**config.mk**
```make
export PLATFORM = sky130hd
export DESIGN_NAME = pipe_mux_reg
export DESIGN_NICKNAME = d
export VERILOG_FILES = /design/src/rtl/pipe_mux_pkg.sv /design/src/rtl/mux_n_1.sv /design/src/rtl/pipe_mux_reg.sv
export SDC_FILE = /design/constraint.sdc
export NUM_CORES = 1
export LEC_CHECK = 0
export CORE_MARGIN = 5
export CORE_UTILIZATION = 42
export DETAILED_ROUTE_END_ITERATION = 10
export PLACE_DENSITY = 0.81
export SLEW_MARGIN = 10
export SYNTH_ARGS = -nofsm -noshare
export SYNTH_HDL_FRONTEND = slang
export SYNTH_HIERARCHICAL = 1
export SYNTH_SLANG_ARGS = --single-unit
```
**constraint.sdc**
```tcl
create_clock -name clk -period 1.7 [get_ports clk]
set_input_delay 0.34 -clock clk [delete_from_list [all_inputs] [get_ports clk]]
set_output_delay 0.34 -clock clk [all_outputs]
set_load 0.01 [all_outputs]
```
**src/rtl/pipe_mux_pkg.sv**
```systemverilog
// Shared constants and state encoding for the registered N:1 select pipe.
package pipe_mux_pkg;

  localparam int DEF_WIDTH = 32;
  localparam int DEF_N_IN  = 4;

  typedef enum logic [1:0] {
    ST_EMPTY = 2'd0,
    ST_ONE   = 2'd1,
    ST_FULL  = 2'd2
  } state_e;

  function automatic int sel_width(input int n);
    return (n > 2) ? $clog2(n) : 1;
  endfunction

endpackage

```
**src/rtl/mux_n_1.sv**
```systemverilog
// Combinational N:1 word select; out-of-range selects yield zero and flag err_o.
module mux_n_1
  import pipe_mux_pkg::*;
#(
  parameter int WIDTH = DEF_WIDTH,
  parameter int N_IN  = DEF_N_IN,
  localparam int SEL_W = sel_width(N_IN)
) (
  input  logic [N_IN*WIDTH-1:0] in_data_i,
  input  logic [SEL_W-1:0]      sel_i,
  output logic [WIDTH-1:0]      data_o,
  output logic                  err_o
);

  always_comb begin
    data_o = '0;
    err_o  = 1'b1;
    for (int k = 0; k < N_IN; k++) begin
      if (sel_i == SEL_W'(k)) begin
        data_o = in_data_i[k*WIDTH +: WIDTH];
        err_o  = 1'b0;
      end
    end
  end

endmodule

```
**src/rtl/pipe_mux_reg.sv**
```systemverilog
// Registered N:1 select with a two-entry main/skid buffer, flush and
// a sticky out-of-range select flag.
module pipe_mux_reg
  import pipe_mux_pkg::*;
#(
  parameter int WIDTH = DEF_WIDTH,
  parameter int N_IN  = DEF_N_IN,
  localparam int SEL_W = sel_width(N_IN)
) (
  input  logic                  clk,
  input  logic                  rst,
  input  logic [N_IN*WIDTH-1:0] in_data,
  input  logic [SEL_W-1:0]      sel,
  input  logic                  in_valid,
  output logic                  in_ready,
  output logic [WIDTH-1:0]      out_data,
  output logic                  out_valid,
  input  logic                  out_ready,
  input  logic                  flush,
  output logic                  sel_err
);

  state_e           state_q;
  logic [WIDTH-1:0] main_q;
  logic [WIDTH-1:0] skid_q;
  logic             err_q;
  logic [WIDTH-1:0] mux_d;
  logic             mux_err;
  logic             in_xfer;
  logic             out_xfer;

  mux_n_1 #(
    .WIDTH (WIDTH),
    .N_IN  (N_IN)
  ) u_mux (
    .in_data_i (in_data),
    .sel_i     (sel),
    .data_o    (mux_d),
    .err_o     (mux_err)
  );

  // Handshake outputs depend on state only, never on out_ready.
  assign in_ready  = (state_q != ST_FULL);
  assign out_valid = (state_q != ST_EMPTY);
  assign out_data  = main_q;
  assign sel_err   = err_q;

  assign in_xfer  = in_valid & in_ready;
  assign out_xfer = out_valid & out_ready;

  always_ff @(posedge clk) begin
    if (rst) begin
      state_q <= ST_EMPTY;
      main_q  <= '0;
      skid_q  <= '0;
      err_q   <= 1'b0;
    end else begin
      if (in_xfer && mux_err) err_q <= 1'b1;
      if (flush) begin
        state_q <= ST_EMPTY;
      end else begin
        unique case (state_q)
          ST_EMPTY: begin
            if (in_xfer) begin
              main_q  <= mux_d;
              state_q <= ST_ONE;
            end
          end
          ST_ONE: begin
            if (in_xfer && out_xfer) begin
              main_q <= mux_d;
            end else if (in_xfer) begin
              skid_q  <= mux_d;
              state_q <= ST_FULL;
            end else if (out_xfer) begin
              state_q <= ST_EMPTY;
            end
          end
          ST_FULL: begin
            if (out_xfer) begin
              main_q  <= skid_q;
              state_q <= ST_ONE;
            end
          end
          default: state_q <= ST_EMPTY;
        endcase
      end
    end
  end

endmodule

```
==> results by group, run 1 <==
Run status
  • Outcome: completed

Logic synthesis
  • Post-synthesis async set-or-reset flop share: 0%
  • Synth area leader: dfxtp_1
  • Synth area leaders: dfxtp_1 (36%), mux4_2 (18%), a21oi_1 (8.8%)
  • Top cells by count, synth: dfxtp_1 (67), nand2_1 (66), a21oi_1 (65)
  • Top-area cell type share of the netlist area: 36.5%
  • Cell variety after synth: 26
  • Post-Syn Area: 3680 µm²
  • Synth warnings: 6
  • Post-synth EDFFs: 0
  • Average size of a mapped cell: slightly below 10 µm²
  • Syn nets: 516
  • Syn Inst Count: ~380
  • #FFs+latches synth: 67
  • Seq/Total Area, Yosys: between 30% and 40%
  • Count leader, synth: dfxtp_1
  • Top FF cell, synth: dfxtp_1

Critical path
  • Worst R2R Path Depth: 5
  • Crit path from: out_ready
  • Family with the most delay on the worst path: buffers and inverters
  • CP Class: in2reg
  • Buffers & Inverters on Critical Path: 3
  • Max stage delay on crit path: approximately 440 ps
  • Startpoint Class: input port
  • CP max FO: 11
  • CP Data Arrival Time: 1880 ps
  • Worst setup endpoint: skid_q[10]
  • R2r endpoint: out_data[31]
  • CP required: 1960 ps
  • FF-to-FF Start: state_q[0]
  • Worst path depth: 7
  • Slowest stage cell on the critical path: clkdlybuf4s50_1
  • FF-to-FF setup slack: about 200 ps
  • Most frequent CP cell: buf_4
  • CP Capture Type: flip-flop
  • Cells along the critical path: clkdlybuf4s50_1 > nand2b_1 > buf_4 > nor3_4 > buf_4 > nand2_1 > a21oi_1

Min path
  • Hold WC Path Type: in2reg
  • WHS Path Cells: 2

Die
  • Die Area: approximately 11000 µm²
  • Core Area: 8640 µm²
  • Initial Util: 42.6%
  • Height of the die: 104 µm
  • Number of top-level pins: 170
  • Die width: approximately 100 µm
  • FP Rows: 34

Detailed routing
  • Drt first pass iters: 4
  • Post-route ant nets: 0
  • Starting DRT DRC Count: 71
  • WL/cell: 15.8 µm
  • Final WL: about 10000 µm
  • DR vias: 3555
  • Number of remaining DRC errors: 0
  • Vias per cell: about 5.4

Clock network
  • Post-CTS Setup Bufs: 0
  • CTS root buffer: clkbuf_8
  • Clk sinks: 67
  • Post-CTS sizing: 4
  • Worst-skew pair later-pin latency: roughly 340 ps
  • Clk slew on worst S/H paths: about 70 ps
  • H-tree depth: 3
  • CTS tree: yes
  • CTS Buf Count: 9
  • CTS Buffer Depth: 2
  • Hold Buf Count CTS: 0

STA
  • Post-route worst setup slack: 79.5 ps
  • Clk_skew: a little over 7 ps
  • Final hold violations: 0
  • Fin. max-slew vios: 0
  • Fmax: approximately 600 MHz
  • Period utilisation layout: 95.3%
  • Minimum clock period: between 1500 and 2000 ps
  • Final setup fails: 0

Placed design
  • Dpl cells: about 650
  • RePlAce Congestion: between 0.7 and 0.8
  • Post-DP HPWL: around 8000 µm
  • Number of port buffers: approximately 170
  • Pre-CTS setup slack: -289 ps

Global route
  • Congestion Overflow GR: 0
  • Grt met2 use: around a third
  • Total track usage: 19.1%
  • GRT busiest layer: met2
  • Initial antenna violation count: 0
  • Largest net degree at the start of global routing: 45
  • Vias in the first global route: between 3000 and 4000
  • Global-route wire length before repair: 17200 µm
  • Routing usage on met3: under 10%
  • Routing usage on met1: 23.5%

Final layout
  • Area occupied by multi-input gates: about 2100 µm²
  • Core Util, Final: roughly two thirds
  • # fillers: ~660
  • Layout Nets: roughly 690
  • Non-Filler Instances: approximately 660
  • Register Area: between 1000 and 1500 µm²
  • P&R area growth vs syn: 58.1%
  • # diodes: 0
  • Share of cells above drive strength 1: 15.1%

Power
  • VDD IR max: between 0.4 and 0.5 mV
  • Pwr dens: around 720 nW/µm²
  • Leak: roughly 2.2 nW
  • Power, Total: 4.16 mW

Flow run
  • Max Cap Viol: 0
[stage by stage]
stage	instance area, µm²	TNS [ps]	hold WS [ps]
6_report	5810	0	237
4_1_cts	5800	0	227
2_1_floorplan	3680	0	432
3_5_place_dp	5560	-14480	446
3_3_place_gp	5560	-11700	440
5_1_grt	5810	-1.57	237
[registers in the layout, summed over array words and instances (netlist names)]
signal	cells
state_q	2
sel_err	1
out_data	32
skid_q	32
[cell families (layout without fill, tap and decap cells)]
group	count (synthesis)	in the layout	synth area share [%]
AOI/OAI and AO/OA	102	102	14.5
DFF	67	67	36.5
buffers and inverters	39	214	6.54
muxes	64	64	28.5
and+or+nand+nor	108	108	13.9
other	1	1	0.102
[routing by layer]
metal	wire, µm	vias to the layer above
met1	4260	1671
li1	-	1733
met5	0	-
met3	639	16
met2	5400	135
met4	188	0
[how the worst min path moves through the flow]
stage            endpoint  slack [ps]       start
6_report       state_q[0]         240         rst
5_1_grt        state_q[0]         240         rst
4_1_cts        state_q[0]         230         rst
3_5_place_dp   skid_q[24]         450  skid_q[24]
3_3_place_gp   skid_q[18]         440  skid_q[18]
2_1_floorplan  state_q[1]         430   out_ready
[cells in the final DEF, fill, tap and decap left out]
master and n:
mux2i_1 32, dfxtp_1 65, nand2b_1 2, o21a_1 1
and3b_1 1, a21oi_4 1, clkinv_2 2, mux4_1 2
bufinv_16 3, clkinvlp_4 1, buf_4 22, buf_2 3
or2_2 1, a2111oi_0 1, nand2_1 66, buf_12 7
o21ai_1 2, conb_1 1, dlygate4sd2_1 2, o22a_1 1
o21ai_0 30, clkdlybuf4s50_1 164, a21oi_1 65, nor3_1 1
nor3_4 1, nor2_1 1, a31oi_1 1, nand2b_4 1
mux4_2 30, dfxtp_2 2, or3_1 33, and2b_1 1
clkinv_4 1, clkbuf_8 9
[final cells by class]
cell class                      count  share of cell area [%]
Clock inverter                      7                    2.00
Multi-Input combinational cell    275                    36.4
Tap cell                          108                    2.33
Timing Repair Buffer              198                    34.1
Sequential cell                    67                    23.1
Clock buffer                        9                    2.13
[report_power, final]
| part | internal (mW) | leakage [nW] | switching [mW] |
|---|---|---|---|
| Sequential | 1.62 | 0.545 | 0.0290 |
| Combinational | 0.602 | 1.58 | 0.318 |
| Clock | 0.971 | 0.119 | 0.620 |
| Total | 3.20 | 2.24 | 0.967 |
Power figures use the tool's default switching activity.
==> inputs of run 2 (changes only) <==
--- a/config.mk
+++ b/config.mk
@@ -9,6 +9,7 @@
 export CORE_UTILIZATION = 42
 export DETAILED_ROUTE_END_ITERATION = 10
 export PLACE_DENSITY = 0.81
+export REMOVE_ABC_BUFFERS = 1
 export SLEW_MARGIN = 10
 export SYNTH_ARGS = -nofsm -noshare
 export SYNTH_HDL_FRONTEND = slang
==> run 2 against run 1 <==
  * First-iteration DRC count grew 69%
  * Worst hold slack better by 220 ps
  * Fmax barely moved
  * Final cell count decreased by 1.5%
  * Final area decreased by 2.1%
  * Largest power group unchanged
  * Die area did not move
  * Clock skew up 0.53 ps
  * Combinational power down 2.2%
  * Critical path depth fell by 5
  * Clock-buffer cell count rose by 5
==> results by group, run 2 (synthesized netlist as in run 1, its figures left out) <==
Clock network
  • Hold Buf Count CTS: 0
  • CTS root buffer: clkbuf_8
  • Worst-skew pair later-pin latency: approximately 330 ps
  • Post-CTS Setup Bufs: 0
  • Clk sinks: 67
  • H-tree depth: 3
  • CTS Buffer Depth: 2
  • Clk slew on worst S/H paths: about 70 ps
  • Post-CTS sizing: 3
  • CTS Buf Count: 9
  • CTS tree: yes

Final layout
  • Non-Filler Instances: 654
  • # fillers: 665
  • # diodes: 0
  • Most frequent cells in the layout: clkdlybuf4s50_1 (163), nand2_1 (66), dfxtp_1 (66), a21oi_1 (65), or3_1 (33)
  • Most common cell after layout, fill and taps aside: clkdlybuf4s50_1
  • Core Util, Final: about two thirds
  • Share of cells above drive strength 1: 13.7%
  • P&R area growth vs syn: 54.8%
  • Layout Nets: just under 700

Critical path
  • Startpoint Class: flip-flop
  • CP Capture Type: primary output
  • FF-to-FF Start: state_q[1]
  • Crit path from: state_q[1]
  • CP max FO: 7
  • CP Data Arrival Time: approximately 1300 ps
  • CP Class: reg2out
  • CP required: 1360 ps

Die
  • Height of the die: ~100 µm
  • Initial Util: a little over two fifths
  • Die width: slightly above 100 µm
  • Die Area: 10700 µm²
  • FP Rows: 34
  • Number of top-level pins: 170
  • Core Area: about 8600 µm²

Power
  • Reg power frac: a little over two fifths
  • Clock power frac: about a third
  • Internal power: 2.93 mW
  • Switching power: ~900 µW
  • Leak: 2.18 nW
  • Comb pwr share: 23.5%
  • Pwr dens: roughly 670 nW/µm²
  • Sw frac: 23.6%
  • VDD IR max: 0.318 mV

STA
  • Unrepaired setup endpoints after global routing: yes
  • Fmax: around 620 MHz
  • Minimum clock period: 1620 ps
  • Period utilisation layout: a little over nine tenths
  • Fin. max-slew vios: 0
  • Final hold violations: 0
  • Post-route worst setup slack: 80.1 ps
  • Clk_skew: slightly below 8 ps
  • Setup TNS: 0 ps
  • Final setup fails: 0

Placed design
  • Post-DP HPWL: between 7000 and 8000 µm
  • Dpl cells: ~640
  • RePlAce Congestion: about 0.73
  • Pre-CTS setup slack: -265 ps
  • Number of port buffers: around 170

Global route
  • Initial antenna violation count: 0
  • Vias in the first global route: about 3400
  • Total track usage: between 10% and 20%
  • Largest net degree at the start of global routing: 51
  • Congestion Overflow GR: 0
  • Global-route wire length before repair: approximately 17000 µm

Detailed routing
  • Starting DRT DRC Count: 120
  • Post-route ant nets: 0
  • Vias per cell: roughly 5.3
  • Final WL: between 10000 and 15000 µm
  • WL/cell: 15.7 µm
  • Drt first pass iters: 4
  • DR vias: 3474
  • Number of remaining DRC errors: 0

Min path
  • Hold WC Path Type: reg2reg
  • Hold path start: skid_q[5]

Flow run
  • Max Cap Viol: 0

Run status
  • Outcome: completed
## run 2: changes by cell type in the layout (fill, tap and decap cells not counted), sizes merged
cell           previous run  this run
clkinvlp                  1         0
clkbuf                    9        15
clkinv                    3         1
bufinv                    3         0
buf                      32        23
clkdlybuf4s50           164       163
## run 2: layout make-up
type | instances | area [µm²] | share of cell area, %
multi-input cells | 275 | 2100 | 37.0
repair buffers | 189 | 1910 | 33.6
flip-flops and latches | 67 | 1340 | 23.6
clock buffers | 14 | 193 | 3.39
well taps | 108 | 135 | 2.38
clock inverters | 1 | 5.00 | 0.0880
## run 2: final timing paths
path / endpoint / slack [ps] / depth (start not counted)
setup reg to reg: out_data[13] / 150 / 5
setup / recovery: out_valid / 80 / 2
hold / removal: skid_q[5] / 450 / 2
hold reg to reg: skid_q[5] / 450 / 2
## run 2: critical path, stage by stage, from the launching register on
cell and delay [ps]:
dfxtp_1 370, or2_2 300, dlygate4sd2_1 290
## run 2: through the flow
step / power, mW / hold slack [ps] / cell area [µm²]
finish: 3.83 / 452 / 5690
global route: 3.99 / 474 / 5690
CTS: 3.87 / 448 / 5680
detailed placement: 2.59 / 444 / 5490
global placement: 2.56 / 439 / 5490
floorplan: 2.00 / 409 / 3440
## run 2: power by group through the flow
stage          sequential [mW]  clock (mW)  combinational, mW
2_1_floorplan             1.70           0              0.296
3_3_place_gp              1.68           0              0.880
3_5_place_dp              1.69           0              0.906
4_1_cts                   1.65        1.31              0.907
5_1_grt                   1.66        1.36              0.972
6_report                  1.65        1.28              0.900
## run 2: layer usage
metal,track usage [%],part of all wire [%],wire (µm),vias up
met5,0,0,0,-
met4,4.59,0.82,84,0
met3,5.10,6.6,682,8
met2,32.8,52,5340,120
met1,22.2,41,4190,1640
li1,-,-,-,1706
==> inputs of run 3 (changes only) <==
--- a/config.mk
+++ b/config.mk
@@ -10,6 +10,7 @@
 export DETAILED_ROUTE_END_ITERATION = 10
 export PLACE_DENSITY = 0.81
 export REMOVE_ABC_BUFFERS = 1
+export SKIP_LAST_GASP = 1
 export SLEW_MARGIN = 10
 export SYNTH_ARGS = -nofsm -noshare
 export SYNTH_HDL_FRONTEND = slang
==> constraint.sdc (replaced) <==
create_clock -name clk -period 1.7 [get_ports clk]
set_input_delay 0.255 -clock clk [delete_from_list [all_inputs] [get_ports clk]]
set_output_delay 0.255 -clock clk [all_outputs]
set_load 0.01 [all_outputs]
==> run 3 against run 2 <==
  * Die area did not move
  * Combinational power fell by 0.6%
  * Global-route usage rose by 0.59 points
  * Sequential share of layout area rose by 0.079 points
  * Fmax rose by 3.7%
  * Clock skew fell by 1.4 ps
  * Clock-buffer cell count fell by 3
  * Critical path depth rose by 4
  * Register-to-register slack improved by 40 ps
  * First-iteration DRC count rose by 1.7%
==> results by group, run 3 (synthesized netlist as in run 1, its figures left out) <==
Run status
  • Outcome: completed

Placed design
  • RePlAce Congestion: ~0.74
  • Pre-CTS setup slack: -239 ps
  • Cell Area, Placed: around 5500 µm²
  • Number of port buffers: about 170
  • Post-DP HPWL: roughly 8000 µm

Detailed routing
  • WL/cell: roughly 16 µm
  • DR vias: around 3500
  • Post-route ant nets: 0
  • Number of remaining DRC errors: 0
  • Starting DRT DRC Count: about 120
  • Vias per cell: 5.33
  • Final WL: between 10000 and 15000 µm
  • Drt first pass iters: 4

Critical path
  • R2r endpoint: out_data[27]
  • Slowest stage cell on the critical path: clkdlybuf4s50_1
  • CP Class: in2reg
  • Max stage delay on crit path: roughly 540 ps
  • Cells along the critical path: clkdlybuf4s50_1 > nand2b_1 > a21oi_4 > buf_12 > or3_1 > a21oi_1
  • CP required: 1960 ps
  • FF-to-FF Start: state_q[1]
  • Crit path from: out_ready
  • CP Capture Type: flip-flop
  • CP Data Arrival Time: between 1500 and 2000 ps
  • Worst R2R Path Depth: 5
  • FF-to-FF setup slack: about 190 ps
  • Startpoint Class: input port
  • CP max FO: 35

Flow run
  • Max Cap Viol: 0

STA
  • Setup TNS: 0 ps
  • Minimum clock period: 1560 ps
  • Fin. max-slew vios: 0
  • Clk_skew: around 6.3 ps
  • Hold WS: ~360 ps
  • Fmax: between 600 and 700 MHz
  • Final hold violations: 0
  • Post-route worst setup slack: between 100 and 150 ps
  • Period utilisation layout: 91.9%
  • Final setup fails: 0
  • Unrepaired setup endpoints after global routing: no

Final layout
  • Most common cell after layout, fill and taps aside: clkdlybuf4s50_1
  • Most frequent cells in the layout: clkdlybuf4s50_1 (163), nand2_1 (66), a21oi_1 (65), dfxtp_1 (65), or3_1 (33)
  • Area occupied by multi-input gates: 2100 µm²
  • # diodes: 0
  • Design area: about 5700 µm²
  • P&R area growth vs syn: 54.4%
  • # fillers: 700
  • Share of cells above drive strength 1: approximately 14%
  • Register Area: ~1300 µm²
  • Layout Nets: 677

Global route
  • Initial antenna violation count: 0
  • Congestion Overflow GR: 0
  • Global-route wire length before repair: between 15000 and 20000 µm
  • Total track usage: 19.1%
  • Largest net degree at the start of global routing: 36
  • Vias in the first global route: approximately 3600

Clock network
  • Post-CTS sizing: 2
  • H-tree depth: 3
  • CTS Buffer Depth: 2
  • Hold Buf Count CTS: 0
  • CTS root buffer: clkbuf_8
  • CTS tree: yes
  • Worst-skew pair later-pin latency: between 300 and 400 ps
  • Clk slew on worst S/H paths: ~70 ps
  • Post-CTS Setup Bufs: 0
  • Clk sinks: 67
  • CTS Buf Count: 9

Die
  • Initial Util: 42.6%
  • Number of top-level pins: 170
  • Die Area: around 11000 µm²
  • FP Rows: 34
  • Die width: approximately 100 µm
  • Height of the die: about 100 µm
  • Core Area: about 8600 µm²

Min path
  • Hold endpoint: skid_q[8]
  • WHS Path Cells: 2
  • Hold WC Path Type: in2reg
  • Hold path start: rst

Power
  • Leak: approximately 2.2 nW
  • Pwr dens: 677 nW/µm²
  • VDD IR max: between 0.4 and 0.5 mV
  • Power, Total: 3.84 mW
[run 3: cell count changes in the layout (fill, tap and decap cells not counted), sizes merged]
cell / change
clkbuf: -3
bufinv: +1
clkinv: +2
dlygate4sd2: -1
clkinvlp: +1
dlymetal6s2s: +1
[run 3: how the worst max path moves through the flow]
stage	slack, ps	endpoint
2_1_floorplan	-800	skid_q[0]
3_3_place_gp	-120	out_data[18]
3_5_place_dp	-240	out_data[27]
4_1_cts	10	in_ready
5_1_grt	20	out_data[27]
6_report	140	out_data[27]
[run 3: layout make-up]
type / count / area share, %
multi-input combinational: 275 / 37.0
clock buffer: 11 / 2.49
timing repair buffer: 189 / 33.5
tap: 108 / 2.38
sequential: 67 / 23.7
clock inverter: 5 / 0.926
[run 3: metal layers]
layer / share of wire (%) / GRT usage (%) / vias to the layer above
met3: 6.1 / 4.98 / 12
li1: - / - / 1712
met1: 40 / 22.7 / 1646
met5: 0 / 0 / -
met2: 52 / 33.1 / 118
met4: 1.4 / 7.03 / 0
[run 3: worst max-delay path: cells and delay by family]
kind / cells / cell delay (ps)
compound gates: 2 / 280
simple gates: 2 / 570
buf+inv: 2 / 710
[run 3: stage by stage]
| step | std cells | utilization [%] |
|---|---|---|
| floorplan | 342 | - |
| global placement | 639 | 63.4 |
| detailed placement | 639 | 63.4 |
| CTS | 655 | 65.6 |
| global route | 655 | 65.7 |
| finish | 655 | 65.7 |
[run 3: power breakdown]
group	leakage [nW]	total (mW)	internal (mW)	switching (mW)
Sequential	0.545	1.65	1.62	0.0272
Clock	0.0991	1.29	0.710	0.584
Combinational	1.53	0.895	0.581	0.314
Total	2.17	3.84	2.91	0.925
